--- src/rtl/pdm_ctrl_pkg.sv ---
// Shared types and widths for the PDM record/playback controller.
package pdm_ctrl_pkg;

    localparam int WORD_W    = 16;
    localparam int BIT_CNT_W = 4;

    typedef enum logic [1:0] {
        IDLE   = 2'd0,
        RECORD = 2'd1,
        LOAD   = 2'd2,
        PLAY   = 2'd3
    } state_t;

endpackage

--- src/rtl/pdm_clk_gen.sv ---
// Microphone clock divider: mclk = clk / (2*CLK_DIV), tick marks each mclk rise.
module pdm_clk_gen #(
    parameter int CLK_DIV = 50
) (
    input  logic clk,
    input  logic reset,
    input  logic en,
    output logic mclk,
    output logic tick
);
    localparam int CNT_W = $clog2(CLK_DIV);
    localparam logic [CNT_W-1:0] CNT_MAX = CNT_W'(CLK_DIV - 1);

    logic [CNT_W-1:0] cnt;

    always_ff @(posedge clk or posedge reset) begin
        if (reset) begin
            cnt  <= '0;
            mclk <= 1'b0;
            tick <= 1'b0;
        end else if (!en) begin
            cnt  <= '0;
            mclk <= 1'b0;
            tick <= 1'b0;
        end else begin
            tick <= 1'b0;
            if (cnt == CNT_MAX) begin
                cnt  <= '0;
                mclk <= ~mclk;
                // tick is registered alongside mclk so both are high in the same cycle
                tick <= ~mclk;
            end else begin
                cnt <= cnt + 1'b1;
            end
        end
    end

endmodule

--- src/rtl/pdm_audio_ctrl.sv ---
// Record/playback sequencer: packs PDM mic bits into 16-bit RAM words and
// replays them MSB-first onto the amplifier pin.
module pdm_audio_ctrl
    import pdm_ctrl_pkg::*;
#(
    parameter int CLK_DIV = 50,
    parameter int ADDR_W  = 14
) (
    input  logic              clk,
    input  logic              reset,
    input  logic              rec_req,
    input  logic              play_req,
    input  logic              stop_req,
    input  logic              micData,
    output logic              mclk,
    output logic              micLRSel,
    output logic              ampPWM,
    output logic              ampSD,
    output logic              mem_we,
    output logic [ADDR_W-1:0] mem_addr,
    output logic [WORD_W-1:0] mem_wdata,
    input  logic [WORD_W-1:0] mem_rdata,
    output logic [1:0]        state,
    output logic              done
);
    state_t st, st_nxt;

    logic                 tick;
    logic                 fin;
    logic                 load_rdy;
    logic                 rec_last;
    logic                 play_last;
    logic [BIT_CNT_W-1:0] bit_cnt;
    logic [WORD_W-1:0]    sreg;
    logic [WORD_W-1:0]    pword;
    logic [ADDR_W:0]      rec_len;
    logic [ADDR_W:0]      word_cnt;

    pdm_clk_gen #(
        .CLK_DIV(CLK_DIV)
    ) u_clk_gen (
        .clk  (clk),
        .reset(reset),
        .en   (st != IDLE),
        .mclk (mclk),
        .tick (tick)
    );

    assign micLRSel  = 1'b0;
    assign state     = st;
    assign rec_last  = mem_we && (mem_addr == '1);
    assign play_last = tick && (bit_cnt == '1) && (word_cnt == rec_len);

    always_ff @(posedge clk or posedge reset) begin
        if (reset) st <= IDLE;
        else       st <= st_nxt;
    end

    always_comb begin
        st_nxt = st;
        fin    = 1'b0;
        case (st)
            IDLE: begin
                if (!stop_req) begin
                    if (rec_req)                         st_nxt = RECORD;
                    else if (play_req && rec_len != '0)  st_nxt = LOAD;
                end
            end
            RECORD:  if (stop_req || rec_last)  st_nxt = IDLE;
            LOAD: begin
                if (stop_req)      st_nxt = IDLE;
                else if (load_rdy) st_nxt = PLAY;
            end
            PLAY:    if (stop_req || play_last) st_nxt = IDLE;
            default: st_nxt = IDLE;
        endcase
        fin = (st != IDLE) && (st_nxt == IDLE);
    end

    always_ff @(posedge clk or posedge reset) begin
        if (reset) begin
            done      <= 1'b0;
            mem_we    <= 1'b0;
            mem_addr  <= '0;
            mem_wdata <= '0;
            ampPWM    <= 1'b0;
            ampSD     <= 1'b0;
            bit_cnt   <= '0;
            sreg      <= '0;
            pword     <= '0;
            rec_len   <= '0;
            word_cnt  <= '0;
            load_rdy  <= 1'b0;
        end else begin
            done   <= fin;
            mem_we <= 1'b0;
            ampSD  <= (st == PLAY);
            if (st != PLAY) ampPWM <= 1'b0;

            // A strobed write always lands, even if stop arrives in that cycle
            if (mem_we) begin
                mem_addr <= mem_addr + 1'b1;
                rec_len  <= rec_len + 1'b1;
            end

            case (st)
                IDLE: begin
                    if (st_nxt == RECORD) begin
                        mem_addr <= '0;
                        bit_cnt  <= '0;
                        sreg     <= '0;
                        rec_len  <= '0;
                    end else if (st_nxt == LOAD) begin
                        mem_addr <= '0;
                        load_rdy <= 1'b0;
                    end
                end
                RECORD: begin
                    if (tick && !stop_req) begin
                        sreg    <= {sreg[WORD_W-2:0], micData};
                        bit_cnt <= bit_cnt + 1'b1;
                        if (bit_cnt == '1) begin
                            mem_wdata <= {sreg[WORD_W-2:0], micData};
                            mem_we    <= 1'b1;
                        end
                    end
                end
                LOAD: begin
                    load_rdy <= 1'b1;
                    if (st_nxt == PLAY) begin
                        pword    <= mem_rdata;
                        mem_addr <= ADDR_W'(1);
                        bit_cnt  <= '0;
                        word_cnt <= {{ADDR_W{1'b0}}, 1'b1};
                    end
                end
                PLAY: begin
                    if (tick) begin
                        ampPWM  <= pword[BIT_CNT_W'(WORD_W - 1) - bit_cnt];
                        bit_cnt <= bit_cnt + 1'b1;
                        // Next word was addressed a full word earlier, so rdata is settled
                        if (bit_cnt == '1 && word_cnt != rec_len) begin
                            pword    <= mem_rdata;
                            mem_addr <= mem_addr + 1'b1;
                            word_cnt <= word_cnt + 1'b1;
                        end
                    end
                end
                default: ;
            endcase
        end
    end

endmodule

--- config.mk ---
export PLATFORM = sky130hd
export DESIGN_NAME = pdm_audio_ctrl
export DESIGN_NICKNAME = d
export VERILOG_FILES = /design/src/rtl/pdm_ctrl_pkg.sv /design/src/rtl/pdm_clk_gen.sv /design/src/rtl/pdm_audio_ctrl.sv
export SDC_FILE = /design/constraint.sdc
export NUM_CORES = 1
export LEC_CHECK = 0
export CAP_MARGIN = 20
export CORE_ASPECT_RATIO = 1.4
export CORE_MARGIN = 3
export CORE_UTILIZATION = 55
export DETAILED_ROUTE_END_ITERATION = 8
export GPL_ROUTABILITY_DRIVEN = 0
export GPL_TIMING_DRIVEN = 0
export PLACE_DENSITY = 0.78
export SLEW_MARGIN = 15
export SYNTH_ARGS = -nofsm -noshare
export SYNTH_HDL_FRONTEND = slang
export SYNTH_SLANG_ARGS = --single-unit
--- constraint.sdc ---
create_clock -name clk -period 5.2 [get_ports clk]
set_input_delay 1.04 -clock clk [delete_from_list [all_inputs] [get_ports clk]]
set_output_delay 1.04 -clock clk [all_outputs]
set_load 0.03 [all_outputs]
==> results of run 1 <==
[cells by family (layout without fill, tap and decap cells)]
logic type / Yosys count / count (layout) / synth area share (%)
mux: 53 / 53 / 12.0
fa+ha+maj: 7 / 7 / 1.58
flops: 110 / 110 / 49.7
simple gates: 200 / 200 / 17.2
other cells: 1 / 1 / 0.0677
buf+inv: 42 / 117 / 3.44
xor+xnor: 34 / 34 / 5.38
compound gates: 88 / 88 / 10.7
[worst max-delay path by stage]
stage / endpoint / start / cells past startpoint
detailed placement: mem_wdata[6] / stop_req / 6
floorplan: ampPWM / reset / 1
CTS: mem_wdata[6] / stop_req / 6
global route: mem_wdata[0] / state[0] / 7
global placement: rec_len[7] / reset / 2
finish: mem_wdata[0] / stop_req / 6
[stage by stage]
| step | instance area, sq um | hold WS [ns] | TNS (ns) | worst slack [ns] | std cells |
|---|---|---|---|---|---|
| after global placement | 6280 | 0.465 | -30.63 | -0.285 | 725 |
| after floorplan | 5540 | 0.444 | 0 | 1.26 | 535 |
| after CTS | 6600 | 0.508 | 0 | 2.28 | 742 |
| after detailed placement | 6310 | 0.471 | 0 | 1.95 | 726 |
| after global routing | 6600 | 0.534 | 0 | 2.10 | 742 |
| final | 6600 | 0.505 | 0 | 2.28 | 742 |
[sequential cells by signal, summed over array words and instances (netlist names), 2 cells and up]
register and flops:
sreg 15, rec_len 15, u_clk_gen.cnt 6, bit_cnt 4, mem_addr 14, pword 16, state 2, word_cnt 15
mem_wdata 16
[routing by layer]
| layer | track usage (%) | vias up | share of wire [%] | wire, um |
|---|---|---|---|---|
| li1 | - | 2057 | - | - |
| met1 | 27.7 | 2107 | 40 | 5090 |
| met2 | 39.8 | 150 | 52 | 6610 |
| met3 | 3.50 | 38 | 4.5 | 565 |
| met4 | 12.5 | 0 | 3.1 | 396 |
| met5 | 0 | - | 0 | 0 |
[layout by cell type (no fill, tap or decap), drive strengths merged, types with 5 or more instances in the layout]
master and n:
and3 7, a21oi 10, a211oi 11, mux4 5, nand2 70, xor2 28, clkdlybuf4s50 58, ha 7
nand4 13, clkbuf 27, nand2b 13, inv 20, nor3 14, mux2 32, buf 9, mux2i 16
xnor2 6, nor2 45, dfrtp 110, nand3 16, nor4 6, o21ai 30
[worst max-delay path, stage by stage]
cell and delay (ns):
clkdlybuf4s50_1 0.53, inv_1 0.19, nand2_1 0.11, nor2_1 0.55, buf_2 0.37, mux2_2 0.36
[power breakdown]
part	internal [W]	switching [W]	total, W
Sequential	0.000989	0.000129	0.00112
Combinational	0.000217	0.000231	0.000448
Clock	0.000337	0.000340	0.000678
[cell type report]
type,count,area [sq um],area share [%]
Clock buffer,9,225,3.41
Clock inverter,7,65.1,0.985
Timing Repair Buffer,59,608,9.21
Sequential cell,110,2750,41.7
Multi-Input combinational cell,383,2590,39.3
Inverter,16,65.1,0.985
Tap cell,132,165,2.50
Buffer,26,130,1.97
==> results.yml, run 1 <==
clocking:
  cts_made_buffers: 9
  cts_resized: 0
  clock-sinks: 110
  clockBufferDepth: 2
  root_buffer: "clkbuf_16"
  post_cts_buffers: 0
  clkTransAtPathRegs_ns: 0.08
  cts-hold-fix-buffers: 0
  cts_tree: "done"
  clk_latency_ns: 0.35
  cts-htree-levels: 3
synthesis:
  ys.flop_type: "dfrtp_1"
  synth_top_area_share_pct: 49.7
  synth_fp_nets: 564
  synth_largest_area_cell: "dfrtp_1"
  synth_common_cells: "110 x dfrtp_1, 70 x nand2_1, 45 x nor2_1"
  synthCells: 535
  ys_seq_area_share_pct: 49.7
  synth_cell_types: 55
  syn_area_sq_um: 5540
  ys_async_sr_fraction_pct: 100
  synth_area_leaders: "dfrtp_1 50%, mux2_2 4.9%, nand2_1 4.7%"
  synth_edf_count: 0
  ys_warn_count: 0
  syn-mean-instance-area_sq_um: 10.3
  yosysMostFrequentCell: "dfrtp_1"
  ys_seq_elements: 110
floorplanning:
  core_area_sq_um: 9620
  rows: 42
  io-pin-count: 60
  fp.dieH_um: 125
  dieArea_sq_um: 11300
  start_util_pct: 57.6
  die_w_um: 90.8
sta:
  clock.fmax_mhz: 342
  slew_headroom_pct: 44.2
  finalHoldViolCount: 0
  skew_ns: 0.00941
  post-route-min-period_ns: 2.92
  worstMarginPinSlew_ns: 0.831
  finalCritPeriodShare_pct: 56.2
  maxSlewViolCount: 0
  rsz0062_at_grt: "false"
  setup_viol: 0
setup_path:
  crit_fanout: 10
  r2r-end: "mem_wdata[0]"
  required_ns: 5.44
  regToRegSetupSlack_ns: 2.35
  timing.rr.start: "state[0]"
  cp-start-kind: "primary input"
  r2r_cells: 7
  critPathCaptureType: "register"
  crit_type: "primary input to register"
  crit_arrival_ns: 3.16
global_route:
  grt_pass1_wl_um: 21400
  grt_usage_pct: 23.1
  grt_pass1_vias: 4564
  antenna_found_initial: 0
  overflow: 0
  grt_max_degree: 58
cells_and_area:
  fillCellCount: 735
  drive_gt1_share_pct: 11.1
  nNetsFinal: 634
  final_util_pct: 68.7
  antenna_cells: 0
  syn2layout_area_growth_pct: 19.3
drt:
  vias: 4352
  drt_iter0_drc: 307
  wire_per_inst_um: 17.1
  drtAntennaViolNets: 0
  drc: 0
  firstDrtPassIters: 6
  viasPerCell: 5.87
  routed_wl_um: 12700
worst_hold_path:
  min_to: "sreg[5]"
  hp-start: "sreg[5]"
  whs_path_depth: 2
  hold_path.class: "register to register"
power:
  power_density_nw_per_um2: 340
  ir_drop_mv: 0.210
  total_leakage_power_nw: 2.85
  power_w: 0.00224
placement:
  hpwl_um: 9080
  portBuffers: 58
outcome:
  status: "completed"
flow_run:
  cap_violations: 0
(Power assumes the default switching activity.)
==> run 2, diff against run 1 <==
clock period = 2.95 ns   (was 5.2 ns; I/O delays follow)
==> run 2 against run 1 <==
Against the previous run:
- sequential power up 77%
- largest power group unchanged
- worst setup slack worse by 2.1 ns
- register-to-register slack worse by 2.2 ns
- sequential share of layout area down 0.36 points
- via count down 0.21%
- highest routed layer unchanged
==> results.yml, run 2 (synthesis results as in run 1) <==
drt:
  viasPerCell: 5.83
  drt_iter0_drc: 275
  firstDrtPassIters: 4
  vias: 4343
  routed_wl_um: 12800
  wire_per_inst_um: 17.2
  drtAntennaViolNets: 0
  drc: 0
power:
  switching_share_pct: 31.2
  intPower_w: 0.00272
  total_leakage_power_nw: 2.88
  combPwrFrac_pct: 20.7
  switchingPower_w: 0.00123
  power_w: 0.00395
  sequentialPowerShare_pct: 50.0
  ir_drop_mv: 0.435
  p_clk_share_pct: 29.3
  power_density_nw_per_um2: 593
sta:
  skew_ns: 0.0108
  post-route-min-period_ns: 2.79
  slew_headroom_pct: 44.4
  hold_ws_ns: 0.458
  maxSlewViolCount: 0
  rsz0062_at_grt: "false"
  finalHoldViolCount: 0
  finalCritPeriodShare_pct: 94.5
  setup_viol: 0
  worstMarginPinSlew_ns: 0.828
  tns_ns: 0
  clock.fmax_mhz: 359
setup_path:
  crit_type: "register to register"
  regToRegSetupSlack_ns: 0.16
  crit_fanout: 10
  crit_arrival_ns: 3.02
  required_ns: 3.19
  timing.rr.start: "state[1]"
  crit_start: "state[1]"
  r2r-end: "mem_addr[3]"
  critPathCaptureType: "register"
  cp-start-kind: "register"
  r2r_cells: 7
cells_and_area:
  final_cell_mix: "110 x dfrtp_1, 70 x nand2_1, 58 x clkdlybuf4s50_1, 44 x nor2_1"
  mostFrequentLayoutCell: "dfrtp_1"
  nNetsFinal: 637
  syn2layout_area_growth_pct: 20.3
  instances_no_fill: 745
  drive_gt1_share_pct: 11.7
  antenna_cells: 0
  final_util_pct: 69.3
  biggestRegsByFlops: "mem_wdata (16), pword (16)"
clocking:
  cts_tree: "done"
  clock-sinks: 110
  root_buffer: "clkbuf_16"
  cts_made_buffers: 9
  cts-htree-levels: 3
  post_cts_buffers: 0
  clk_latency_ns: 0.35
  clkTransAtPathRegs_ns: 0.08
  clockBufferDepth: 2
global_route:
  grt_usage_pct: 23.8
  grt_max_degree: 36
  grt_pass1_wl_um: 22000
  grt_pass1_vias: 4527
  antenna_found_initial: 0
  overflow: 0
floorplanning:
  dieArea_sq_um: 11300
  fp.dieH_um: 125
  core_area_sq_um: 9620
  start_util_pct: 57.6
  io-pin-count: 60
  die_w_um: 90.8
  rows: 42
flow_run:
  cap_violations: 0
worst_hold_path:
  hold_path.class: "primary input to asynchronous set/reset pin"
placement:
  hpwl_um: 9280
  portBuffers: 58
  dp.cells: 729
outcome:
  status: "completed"
[run 2: cell count changes in the layout (fill, tap and decap cells not counted)]
cell,before,now
buf_12,1,3
buf_16,1,2
clkinv_2,0,2
inv_8,2,0
nor2_1,45,44
nor2_2,0,1
[run 2: power groups by stage]
stage / logic (W) / clock network, W / registers, W
after global routing: 0.000912 / 0.00124 / 0.00201
after floorplan: 0.000591 / 0 / 0.00193
final: 0.000816 / 0.00116 / 0.00198
after global placement: 0.000749 / 0 / 0.00197
after CTS: 0.000817 / 0.00118 / 0.00197
after detailed placement: 0.000809 / 0 / 0.00199
[run 2: worst max-delay path, stage by stage, from the launching register on]
cell	delay (ns)
dfrtp_1	0.34
buf_2	0.17
clkbuf_1	0.43
nand2_1	0.28
a211oi_1	0.67
buf_2	0.38
nor3_1	0.07
a311oi_1	0.33
[run 2: what timing repair did]
| item | in CTS | in global routing |
|---|---|---|
| setup endpoints to repair | 0 | 9 |
| resized for setup | 0 | 1 |
| hold buffers | 0 | 0 |
| hold endpoints to repair | 0 | 0 |
[run 2: worst max path at each step]
stage,to,slack [ns],cells past startpoint
after floorplan,mem_wdata[0],0.56,7
after global placement,mem_addr[3],0.002,2
after detailed placement,mem_wdata[4],0.14,7
after CTS,mem_wdata[7],0.10,7
after global routing,mem_addr[3],0.04,7
final,mem_addr[3],0.16,7
[run 2: cell type report]
cell class / instances / area (sq um)
plain buffers: 26 / 130
multi-input cells: 383 / 2590
repair buffers: 62 / 676
inverters: 16 / 63.8
clock buffers: 9 / 225
well taps: 132 / 165
fillers: 735 / 2960
clock inverters: 7 / 53.8
flip-flops and latches: 110 / 2750
[run 2: per-layer routing]
layer	share of wire, %	GRT usage (%)	vias to the layer above
met2	53	42.1	133
li1	-	-	2044
met3	4.5	4.47	29
met1	40	28.2	2137
met4	2.7	10.1	0
met5	0	0	-
[run 2: per-stage QoR]
stage | worst slack [ns] | cell area [sq um]
6_report | 0.162 | 6660
5_1_grt | 0.0428 | 6660
4_1_cts | 0.101 | 6660
3_5_place_dp | 0.143 | 6380
3_3_place_gp | 0.00230 | 6280
2_1_floorplan | 0.564 | 5540
==> run 3, diff against run 2 <==
CTS_CLUSTER_SIZE = 25   (was default)
DONT_BUFFER_PORTS = 1   (was default)
PLACE_DENSITY = 0.7   (was 0.78)
==> run 3 against run 2 <==
Against the previous run:
- clock-buffer cell count up 1
- non-clock buffer count down 59
- die area unchanged
- flip-flop and latch count unchanged
- sequential power about the same
- final area down 8.4%
- worst setup slack worse by 0.027 ns
- routed wire length down 4.0%
- critical path depth unchanged
- sequential share of layout area up 3.8 points
==> results.yml, run 3 (synthesis results as in run 1) <==
placement:
  hpwl_um: 8930
  portBuffers: 0
  placed_area_sq_um: 5760
  dp.cells: 670
  pre_cts_ws_ns: -0.134
setup_path:
  critPathCaptureType: "register"
  cp-start-kind: "register"
  crit_arrival_ns: 3.06
  crit_type: "register to register"
  regToRegSetupSlack_ns: 0.13
  crit_fanout: 10
  required_ns: 3.20
sta:
  post-route-min-period_ns: 2.82
  skew_ns: 0.00631
  finalCritPeriodShare_pct: 95.4
  rsz0062_at_grt: "true"
  hold_ws_ns: 0.152
  finalHoldViolCount: 0
  slew_headroom_pct: 44.5
  worstMarginPinSlew_ns: 0.826
  setup_viol: 0
  maxSlewViolCount: 0
  fin_ws_ns: 0.134
  tns_ns: 0
  clock.fmax_mhz: 355
drt:
  drt_iter0_drc: 297
  wire_per_inst_um: 17.9
  drc: 0
  vias: 4124
  firstDrtPassIters: 5
  drtAntennaViolNets: 0
  viasPerCell: 6.01
  routed_wl_um: 12300
global_route:
  grt_pass1_wl_um: 20200
  overflow: 0
  grt_max_degree: 37
  antenna_found_initial: 0
  grt_pass1_vias: 4140
  grt_usage_pct: 22.1
floorplanning:
  start_util_pct: 57.6
  rows: 42
  fp.dieH_um: 125
  die_w_um: 90.8
  io-pin-count: 60
  core_area_sq_um: 9620
  dieArea_sq_um: 11300
cells_and_area:
  fillCellCount: 780
  drive_gt1_share_pct: 13.4
  antenna_cells: 0
  nNetsFinal: 578
  syn2layout_area_growth_pct: 10.2
  mostFrequentLayoutCell: "dfrtp_1"
  instances_no_fill: 686
  biggestRegsByFlops: "mem_wdata (16), pword (16)"
  final_cell_mix: "110 x dfrtp_1, 70 x nand2_1, 43 x nor2_1, 28 x xor2_1, 28 x o21ai_0"
  design_area_sq_um: 6100
clocking:
  cts-htree-levels: 3
  post_cts_buffers: 0
  cts_tree: "done"
  clkTransAtPathRegs_ns: 0.07
  clock-sinks: 110
  root_buffer: "clkbuf_16"
  cts_made_buffers: 9
  clk_latency_ns: 0.35
  clockBufferDepth: 2
worst_hold_path:
  hold_path.class: "primary input to asynchronous set/reset pin"
power:
  ir_drop_mv: 0.459
  power_density_nw_per_um2: 653
  total_leakage_power_nw: 2.67
flow_run:
  cap_violations: 0
outcome:
  status: "completed"
-- run 3: metal layers --
layer | vias to the layer above | share of wire (%) | global-route usage, %
li1 | 1930 | - | -
met1 | 2053 | 41 | 26.2
met2 | 114 | 51 | 37.5
met3 | 27 | 5.3 | 4.53
met4 | 0 | 3.2 | 11.5
met5 | - | 0 | 0
-- run 3: final cells by class --
class / instances / area, sq um / area share (%)
buffer: 26 / 131 / 2.15
clock buffer: 10 / 239 / 3.92
clock inverter: 6 / 77.6 / 1.27
inverter: 16 / 63.8 / 1.05
multi-input combinational: 383 / 2610 / 42.8
sequential: 110 / 2750 / 45.1
tap: 132 / 165 / 2.71
timing repair buffer: 3 / 60.1 / 0.984
-- run 3: path summary, 6_finish.rpt --
check | start | cells after the start | end
setup reg to reg | state[1] | 7 | mem_addr[11]
min in group clk | stop_req | 1 | state[0]
max in group asynchronous | reset | 3 | rec_len[6]
hold / removal | reset | 1 | pword[4]
setup / recovery | state[1] | 7 | mem_addr[11]
hold reg to reg | sreg[14] | 2 | sreg[14]
-- run 3: timing repair --
item	in CTS	in global routing
endpoints found under the setup margin	17	16
gates resized for setup	2	5
hold buffers	0	0
-- run 3: power breakdown --
group,internal [W],switching (W)
Combinational,0.000349,0.000377
Sequential,0.00174,0.000242
Clock,0.000697,0.000574
-- run 3: stage by stage --
| stage | total power [W] | utilization (%) |
|---|---|---|
| 3_5_place_dp | 0.00273 | 59.9 |
| 6_report | 0.00398 | 63.4 |
| 3_3_place_gp | 0.00268 | 59.3 |
| 4_1_cts | 0.00400 | 63.3 |
| 5_1_grt | 0.00417 | 63.4 |
| 2_1_floorplan | 0.00252 | - |
-- run 3: critical path, stage by stage (launching register included) --
cell	delay, ns
dfrtp_1	0.54
buf_2	0.25
clkbuf_1	0.46
nand2_1	0.35
a211oi_4	0.43
buf_2	0.32
nor3_1	0.08
a211oi_1	0.28
